## src/rtl/imem_loader_if.sv

```systemverilog
// Host word stream plus Avalon-MM master bus between the instruction-memory loader and its environment.
interface imem_loader_if #(
  parameter int unsigned ADDR_W = 13,
  parameter int unsigned DATA_W = 32
);
  logic                  s_valid;
  logic [DATA_W-1:0]     s_data;
  logic                  s_ready;
  logic [ADDR_W+1:0]     avm_address;
  logic [DATA_W/8-1:0]   avm_byteenable;
  logic                  avm_write;
  logic [DATA_W-1:0]     avm_writedata;
  logic                  avm_read;
  logic [DATA_W-1:0]     avm_readdata;
  logic                  avm_waitrequest;
  logic                  avm_readdatavalid;

  modport master (
    input  s_valid, s_data, avm_readdata, avm_waitrequest, avm_readdatavalid,
    output s_ready, avm_address, avm_byteenable, avm_write, avm_writedata, avm_read
  );

  modport slave (
    output s_valid, s_data, avm_readdata, avm_waitrequest, avm_readdatavalid,
    input  s_ready, avm_address, avm_byteenable, avm_write, avm_writedata, avm_read
  );
endinterface

```

## src/rtl/imem_loader_master.sv

```systemverilog
// Fills instruction memory from a host word stream, reads it back, and checks the
// readback sum against the written sum while holding the CPU in reset.
module imem_loader_master #(
  parameter int unsigned ADDR_W    = 13,
  parameter int unsigned DATA_W    = 32,
  parameter int unsigned DEPTH     = 5120,
  parameter int unsigned BASE_WORD = 0
) (
  input  logic              i_clk,
  input  logic              i_reset,
  input  logic              i_start,
  input  logic [ADDR_W-1:0] i_word_count,
  imem_loader_if.master     bus,
  output logic              o_busy,
  output logic              o_cpu_hold,
  output logic              o_done,
  output logic              o_error,
  output logic [31:0]       o_checksum
);
  localparam int unsigned BA_W  = ADDR_W + 2;
  localparam int unsigned BE_W  = DATA_W / 8;
  localparam int unsigned SUM_W = 32;

  typedef enum logic [2:0] {
    S_IDLE, S_ACCEPT, S_WRITE, S_RD_REQ, S_RD_WAIT, S_PASS, S_FAIL
  } state_t;

  state_t            r_state, w_state_nxt;
  logic [ADDR_W-1:0] r_idx, r_word_count;
  logic [SUM_W-1:0]  r_wsum, r_rsum, r_checksum;
  logic [BA_W-1:0]   r_addr;
  logic [DATA_W-1:0] r_wdata;
  logic              r_s_ready, r_write, r_read, r_busy, r_done, r_error;

  logic              w_bad_count, w_last, w_sum_match, w_take;
  logic              w_s_ready_nxt, w_write_nxt, w_read_nxt, w_busy_nxt;
  logic [SUM_W-1:0]  w_rsum_nxt;
  logic [ADDR_W-1:0] w_base, w_idx_inc, w_word_cur, w_word_inc;

  assign w_bad_count = (i_word_count == '0) ||
                       ((BASE_WORD + 32'(i_word_count)) > DEPTH);
  assign w_last      = (r_idx == (r_word_count - ADDR_W'(1)));
  assign w_rsum_nxt  = r_rsum + SUM_W'(bus.avm_readdata);
  assign w_sum_match = (w_rsum_nxt == r_wsum);
  assign w_take      = bus.s_valid && r_s_ready;
  assign w_base      = ADDR_W'(BASE_WORD);
  assign w_idx_inc   = r_idx + ADDR_W'(1);
  assign w_word_cur  = w_base + r_idx;
  assign w_word_inc  = w_base + w_idx_inc;

  // State register
  always_ff @(posedge i_clk) begin
    if (i_reset) r_state <= S_IDLE;
    else         r_state <= w_state_nxt;
  end

  // Next state and next values of the state-decoded outputs
  always_comb begin
    w_state_nxt   = r_state;
    w_s_ready_nxt = 1'b0;
    w_write_nxt   = 1'b0;
    w_read_nxt    = 1'b0;
    w_busy_nxt    = 1'b0;
    case (r_state)
      S_IDLE:    if (i_start) w_state_nxt = w_bad_count ? S_FAIL : S_ACCEPT;
      S_ACCEPT:  if (w_take) w_state_nxt = S_WRITE;
      S_WRITE:   if (!bus.avm_waitrequest) w_state_nxt = w_last ? S_RD_REQ : S_ACCEPT;
      S_RD_REQ:  if (!bus.avm_waitrequest) w_state_nxt = S_RD_WAIT;
      S_RD_WAIT: begin
        if (bus.avm_readdatavalid) begin
          if (w_last) w_state_nxt = w_sum_match ? S_PASS : S_FAIL;
          else        w_state_nxt = S_RD_REQ;
        end
      end
      S_PASS, S_FAIL: w_state_nxt = S_IDLE;
      default:        w_state_nxt = S_IDLE;
    endcase
    w_s_ready_nxt = (w_state_nxt == S_ACCEPT);
    w_write_nxt   = (w_state_nxt == S_WRITE);
    w_read_nxt    = (w_state_nxt == S_RD_REQ);
    w_busy_nxt    = (w_state_nxt == S_ACCEPT) || (w_state_nxt == S_WRITE) ||
                    (w_state_nxt == S_RD_REQ) || (w_state_nxt == S_RD_WAIT);
  end

  // Datapath, sums and registered outputs
  always_ff @(posedge i_clk) begin
    if (i_reset) begin
      r_idx        <= '0;
      r_word_count <= '0;
      r_wsum       <= '0;
      r_rsum       <= '0;
      r_checksum   <= '0;
      r_addr       <= '0;
      r_wdata      <= '0;
      r_s_ready    <= 1'b0;
      r_write      <= 1'b0;
      r_read       <= 1'b0;
      r_busy       <= 1'b0;
      r_done       <= 1'b0;
      r_error      <= 1'b0;
    end else begin
      r_s_ready <= w_s_ready_nxt;
      r_write   <= w_write_nxt;
      r_read    <= w_read_nxt;
      r_busy    <= w_busy_nxt;
      case (r_state)
        S_IDLE: begin
          if (i_start) begin
            r_idx        <= '0;
            r_word_count <= i_word_count;
            r_wsum       <= '0;
            r_rsum       <= '0;
            r_checksum   <= '0;
            r_done       <= 1'b0;
            r_error      <= w_bad_count;
          end
        end
        S_ACCEPT: begin
          if (w_take) begin
            r_wdata <= bus.s_data;
            r_addr  <= {w_word_cur, 2'b00};
            r_wsum  <= r_wsum + SUM_W'(bus.s_data);
          end
        end
        S_WRITE: begin
          if (!bus.avm_waitrequest) begin
            if (w_last) begin
              r_idx  <= '0;
              r_addr <= {w_base, 2'b00};
            end else begin
              r_idx  <= w_idx_inc;
            end
          end
        end
        S_RD_WAIT: begin
          // Readback is judged by its sum; individual words are not buffered
          if (bus.avm_readdatavalid) begin
            r_rsum <= w_rsum_nxt;
            if (w_last) begin
              r_done     <= w_sum_match;
              r_error    <= !w_sum_match;
              r_checksum <= r_wsum;
            end else begin
              r_idx  <= w_idx_inc;
              r_addr <= {w_word_inc, 2'b00};
            end
          end
        end
        default: ;
      endcase
    end
  end

  assign bus.s_ready        = r_s_ready;
  assign bus.avm_address    = r_addr;
  assign bus.avm_byteenable = {BE_W{1'b1}};
  assign bus.avm_write      = r_write;
  assign bus.avm_writedata  = r_wdata;
  assign bus.avm_read       = r_read;
  assign o_busy             = r_busy;
  assign o_cpu_hold         = r_busy;
  assign o_done             = r_done;
  assign o_error            = r_error;
  assign o_checksum         = r_checksum;
endmodule

```

## src/flat_wrapper.sv

```systemverilog
// flat-port wrapper written by rule: the top's interface ports become plain ports
module imem_loader_master_flat 
#(
  parameter int unsigned ADDR_W    = 13,
  parameter int unsigned DATA_W    = 32,
  parameter int unsigned DEPTH     = 5120,
  parameter int unsigned BASE_WORD = 0
)
  (i_clk, i_reset, i_start, i_word_count, o_busy, o_cpu_hold, o_done, o_error, o_checksum, bus_s_valid, bus_s_data, bus_avm_readdata, bus_avm_waitrequest, bus_avm_readdatavalid, bus_s_ready, bus_avm_address, bus_avm_byteenable, bus_avm_write, bus_avm_writedata, bus_avm_read);
  imem_loader_if #(.ADDR_W(ADDR_W), .DATA_W(DATA_W)) bus_i ();
  input  logic i_clk;
  input  logic i_reset;
  input  logic i_start;
  input  logic [ADDR_W-1:0] i_word_count;
  output logic o_busy;
  output logic o_cpu_hold;
  output logic o_done;
  output logic o_error;
  output logic [31:0] o_checksum;
  input wire logic [$bits(bus_i.s_valid)-1:0] bus_s_valid;
  input wire logic [$bits(bus_i.s_data)-1:0] bus_s_data;
  input wire logic [$bits(bus_i.avm_readdata)-1:0] bus_avm_readdata;
  input wire logic [$bits(bus_i.avm_waitrequest)-1:0] bus_avm_waitrequest;
  input wire logic [$bits(bus_i.avm_readdatavalid)-1:0] bus_avm_readdatavalid;
  output wire logic [$bits(bus_i.s_ready)-1:0] bus_s_ready;
  output wire logic [$bits(bus_i.avm_address)-1:0] bus_avm_address;
  output wire logic [$bits(bus_i.avm_byteenable)-1:0] bus_avm_byteenable;
  output wire logic [$bits(bus_i.avm_write)-1:0] bus_avm_write;
  output wire logic [$bits(bus_i.avm_writedata)-1:0] bus_avm_writedata;
  output wire logic [$bits(bus_i.avm_read)-1:0] bus_avm_read;
  assign bus_i.s_valid = bus_s_valid;
  assign bus_i.s_data = bus_s_data;
  assign bus_i.avm_readdata = bus_avm_readdata;
  assign bus_i.avm_waitrequest = bus_avm_waitrequest;
  assign bus_i.avm_readdatavalid = bus_avm_readdatavalid;
  assign bus_s_ready = bus_i.s_ready;
  assign bus_avm_address = bus_i.avm_address;
  assign bus_avm_byteenable = bus_i.avm_byteenable;
  assign bus_avm_write = bus_i.avm_write;
  assign bus_avm_writedata = bus_i.avm_writedata;
  assign bus_avm_read = bus_i.avm_read;
  imem_loader_master #(.ADDR_W(ADDR_W), .DATA_W(DATA_W), .DEPTH(DEPTH), .BASE_WORD(BASE_WORD)) u_core (.i_clk(i_clk), .i_reset(i_reset), .i_start(i_start), .i_word_count(i_word_count), .bus(bus_i), .o_busy(o_busy), .o_cpu_hold(o_cpu_hold), .o_done(o_done), .o_error(o_error), .o_checksum(o_checksum));
endmodule
```

## config.mk

```make
export PLATFORM = sky130hd
export DESIGN_NAME = imem_loader_master_flat
export DESIGN_NICKNAME = d
export VERILOG_FILES = /design/src/rtl/imem_loader_if.sv /design/src/rtl/imem_loader_master.sv /design/src/flat_wrapper.sv
export SDC_FILE = /design/constraint.sdc
export NUM_CORES = 1
export LEC_CHECK = 0
export ABC_AREA = 1
export CAP_MARGIN = 10
export CELL_PAD_IN_SITES_DETAIL_PLACEMENT = 0
export CELL_PAD_IN_SITES_GLOBAL_PLACEMENT = 2
export CORE_UTILIZATION = 30
export DETAILED_ROUTE_END_ITERATION = 16
export PLACE_DENSITY_LB_ADDON = 0.08
export SYNTH_ARGS = -nofsm -noshare
export SYNTH_HDL_FRONTEND = slang
export SYNTH_SLANG_ARGS = --single-unit
export TNS_END_PERCENT = 10
```

## constraint.sdc

```tcl
create_clock -name i_clk -period 4.1 [get_ports i_clk]
set_input_delay 1.23 -clock i_clk [delete_from_list [all_inputs] [get_ports i_clk]]
set_output_delay 1.23 -clock i_clk [all_outputs]
set_load 0.02 [all_outputs]
```

==> reports/summary.txt <==
Reg clk slew, reported paths: 0.07 ns
number of synthesized flops with an enable pin: 0
synthesis-to-finish area growth: 31.2%
Total Die Area: 41000 µm²
clock buffer depth: 2
Synth Area in Adders: 6.98%
io pins: 173
r2r setup slk: 1.12 ns
critical path arrival: 4.12 ns
Port Buffers: 166
sequential area share after synthesis: 29.2%
kind of critical path: input pin to flip-flop
WL/cell: 16.2 µm
initial drt markers: 715
Vias per Instance: 4.60
DIE WIDTH: 202 µm
CTS root buffer: clkbuf_16
n_diodes: 0
Sw Pwr: 1.65 mW
Final period util: 92.0%
Post-DP Area: 15200 µm²
NumNets Final: 2359
# DRC: 0
setup violators final: 0
DRT Pass-1 Iters: 5
worst skew pair latency: 0.47 ns
hold_buf cts: 0
post-synthesis async set-or-reset flop share: 0%
first-pass GRT wire length: 68.7 mm
final core occ: 39.9%
DR vias: 12600
initial antenna violation count: 0
grt total ovfl: 0
worst slack, placed: -0.265 ns
Syn Inst Count: 1934
Comb pwr share: 26.7%
worst slew pin tran: 0.997 ns
Sequential Power Share: 38.6%
Die Ht: 202 µm
row cnt: 73
Internal: 3.24 mW
Max VDD drop: 0.279 mV
setup bufs post-CTS: 0
Final Max Slew Viols: 0
simple-gate share of the synthesized area: 35.2%
CP endpoint kind: flip-flop
Max Freq: 265 MHz
Synth Area in XOR/XNOR: 2.85%
fin crit period: 3.77 ns
Detail Placement HPWL: 35.2 mm
status: finished, final reports clean
Crit Path Max Fanout: 4
Crit Reg-Reg Endpoint: u_core.bus.avm_address[7]
CP startpoint: bus_avm_readdata[0]
post-CTS resize count: 0
Clk pwr share: 34.7%
core area: 39600 µm²
Worst slew margin: 33.5%
post-synthesis area per instance: 6.23 µm²
Hold Violations, Final: 0
Primary FF master, synth: dfxtp_1
main combinational cell family by area after synthesis: simple AND/OR/NAND/NOR gates
GP Congestion: 0.850
Synth cell types: 52
fraction of the mapped netlist area in compound gates: 15.3%
# H-tree levels: 4
post-layout instance area: 15800 µm²
Initial Util: 30.4%
pin count of the biggest net entering global routing: 83
TritonCTS clock tree: yes
total CTS buffers: 17
R2R depth: 15
Final Skew: 0.0141 ns
share of cells above drive strength 1: 11.8%
Req. time, crit path: 4.45 ns
all-layer global routing usage: 21.9%
P_leak: 7.32 nW
vias in the first global route: 12000
final worst setup slack: 0.330 ns
final wirelength: 44.5 mm
clock sink total: 176
post-synthesis mux area share: 0%
Reg2Reg Launch Point: u_core.r_word_count[0]
Hold WS: 0.461 ns
RSZ-0062 raised after global routing: no
Yosys Warn Count: 0
PD cells: 309 nW/µm²
Max Cap Viol: 0
ANT nets after route: 0
synthesized area: 12000 µm²
Hold Path Class: flip-flop to flip-flop
Sw Ratio: 33.8%
Critical Path Source Type: input pin
Seq cells post-synth: 176
Worst Setup EP: u_core.o_busy
-- power by group through the flow --
stage               clock [mW]  combinational [mW]  sequential [mW]
floorplan                    0               0.762             1.96
global placement             0                1.31             1.93
detailed placement           0                1.31             1.93
CTS                       1.76                1.32             1.89
global route              1.83                1.46             1.90
finish                    1.70                1.31             1.89
-- synth_stat cells, drive strengths merged, types with 5 or more instances --
| cell type | instances | area [µm²] |
|---|---|---|
| nand2 | 569 | 2200 |
| a21oi | 197 | 986 |
| dfxtp | 176 | 3520 |
| xor2 | 27 | 236 |
| nand3b | 12 | 93.8 |
| buf | 19 | 155 |
| a21o | 5 | 37.5 |
| nor3 | 15 | 91.3 |
| a31oi | 7 | 43.8 |
| or2 | 9 | 58.8 |
| ha | 64 | 801 |
| clkbuf | 41 | 154 |
| inv | 245 | 920 |
| xnor2 | 7 | 61.3 |
| nor4 | 5 | 37.5 |
| nand4 | 18 | 113 |
| nor2 | 227 | 895 |
| nand3 | 130 | 691 |
| o21ai | 117 | 597 |
| o22ai | 12 | 75.1 |
-- worst min path at each step --
stage                         start                    to  slack (ns)  cells past startpoint
6_report       u_core.o_checksum[9]  u_core.o_checksum[9]        0.46                      2
3_3_place_gp   u_core.o_checksum[9]  u_core.o_checksum[9]        0.45                      2
3_5_place_dp   u_core.o_checksum[7]  u_core.o_checksum[7]        0.46                      2
5_1_grt           u_core.r_rsum[18]     u_core.r_rsum[18]        0.49                      2
2_1_floorplan      u_core.r_rsum[3]      u_core.r_rsum[3]        0.44                      2
4_1_cts        u_core.o_checksum[9]  u_core.o_checksum[9]        0.47                      2
-- placed cells by master (no fill, tap or decap), types with 3 or more instances in the layout --
cell             count
a21o_1               5
a21oi_1            197
a31oi_1              7
and2_1               4
and3_1               3
buf_4              148
clkbuf_16           17
clkdlybuf4s50_1    165
clkinv_1             3
clkinvlp_4           4
conb_1               6
dfxtp_1            176
ha_1                64
inv_1              234
inv_2               11
nand2_1            541
nand2_2             27
nand3_1            118
nand3_2             12
nand3b_1            11
nand4_1             18
nor2_1             209
nor2_2              13
nor2_4               5
nor3_1              13
nor4_1               4
o21a_1               4
o21ai_0            104
o21ai_1             12
o21bai_1             3
o22ai_1             12
or2_2                7
xnor2_1              7
xor2_1              27
-- critical path, stage by stage --
cell and delay (ns):
clkdlybuf4s50_1 0.48, ha_1 0.17, inv_1 0.06, fa_1 0.42
inv_2 0.09, nand2_2 0.06, nand2_2 0.10, nand3_2 0.10
nand3_1 0.12, nand3_1 0.09, nand2_1 0.09, nand3_2 0.10
nor2_2 0.14, nand2_1 0.06, nor2_1 0.09, nand3_1 0.10
nor2_2 0.16, nand4_1 0.10, nand2_1 0.10, nand2_2 0.08
nor2_1 0.10, a21oi_1 0.07
-- flip-flops by register name, summed over array words and instances (netlist names) --
register and cells:
u_core.bus.avm_address 13, u_core.bus.avm_read 1, u_core.bus.avm_write 1, u_core.bus.avm_writedata 32, u_core.bus.s_ready 1, u_core.o_busy 1, u_core.o_checksum 32, u_core.o_done 1
u_core.o_error 1, u_core.r_idx 13, u_core.r_rsum 32, u_core.r_state 3, u_core.r_word_count 13, u_core.r_wsum 32
-- final cells by class --
| class | count | area (µm²) |
|---|---|---|
| Clock buffer | 20 | 447 |
| Clock inverter | 12 | 135 |
| Fill cell | 4378 | 23800 |
| Inverter | 248 | 931 |
| Multi-Input combinational cell | 1454 | 7360 |
| Sequential cell | 176 | 3520 |
| Tap cell | 525 | 657 |
| Timing Repair Buffer | 313 | 2760 |
-- through the flow --
step | instances | power [mW] | setup TNS, ns
2_1_floorplan | 1938 | 2.72 | 0
3_3_place_gp | 2716 | 3.24 | -1.45
3_5_place_dp | 2716 | 3.24 | -1.64
4_1_cts | 2748 | 4.97 | 0
5_1_grt | 2748 | 5.19 | 0
6_report | 2748 | 4.89 | 0
-- logic make-up (layout without fill, tap and decap cells) --
group | count (synthesis) | after routing
other cells | 2 | 6
flops | 176 | 176
compound gates | 352 | 352
xor+xnor | 36 | 36
simple gates | 994 | 994
buf+inv | 308 | 593
fa+ha+maj | 66 | 66
-- metal layers --
metal / share of wire, % / up-vias / GRT usage [%]
li1: - / 6779 / -
met3: 3.2 / 26 / 3.66
met4: 1.4 / 0 / 4.91
met2: 46 / 192 / 36.6
met5: 0 / - / 0
met1: 49 / 5649 / 29.4
Power figures use the tool's default switching activity.
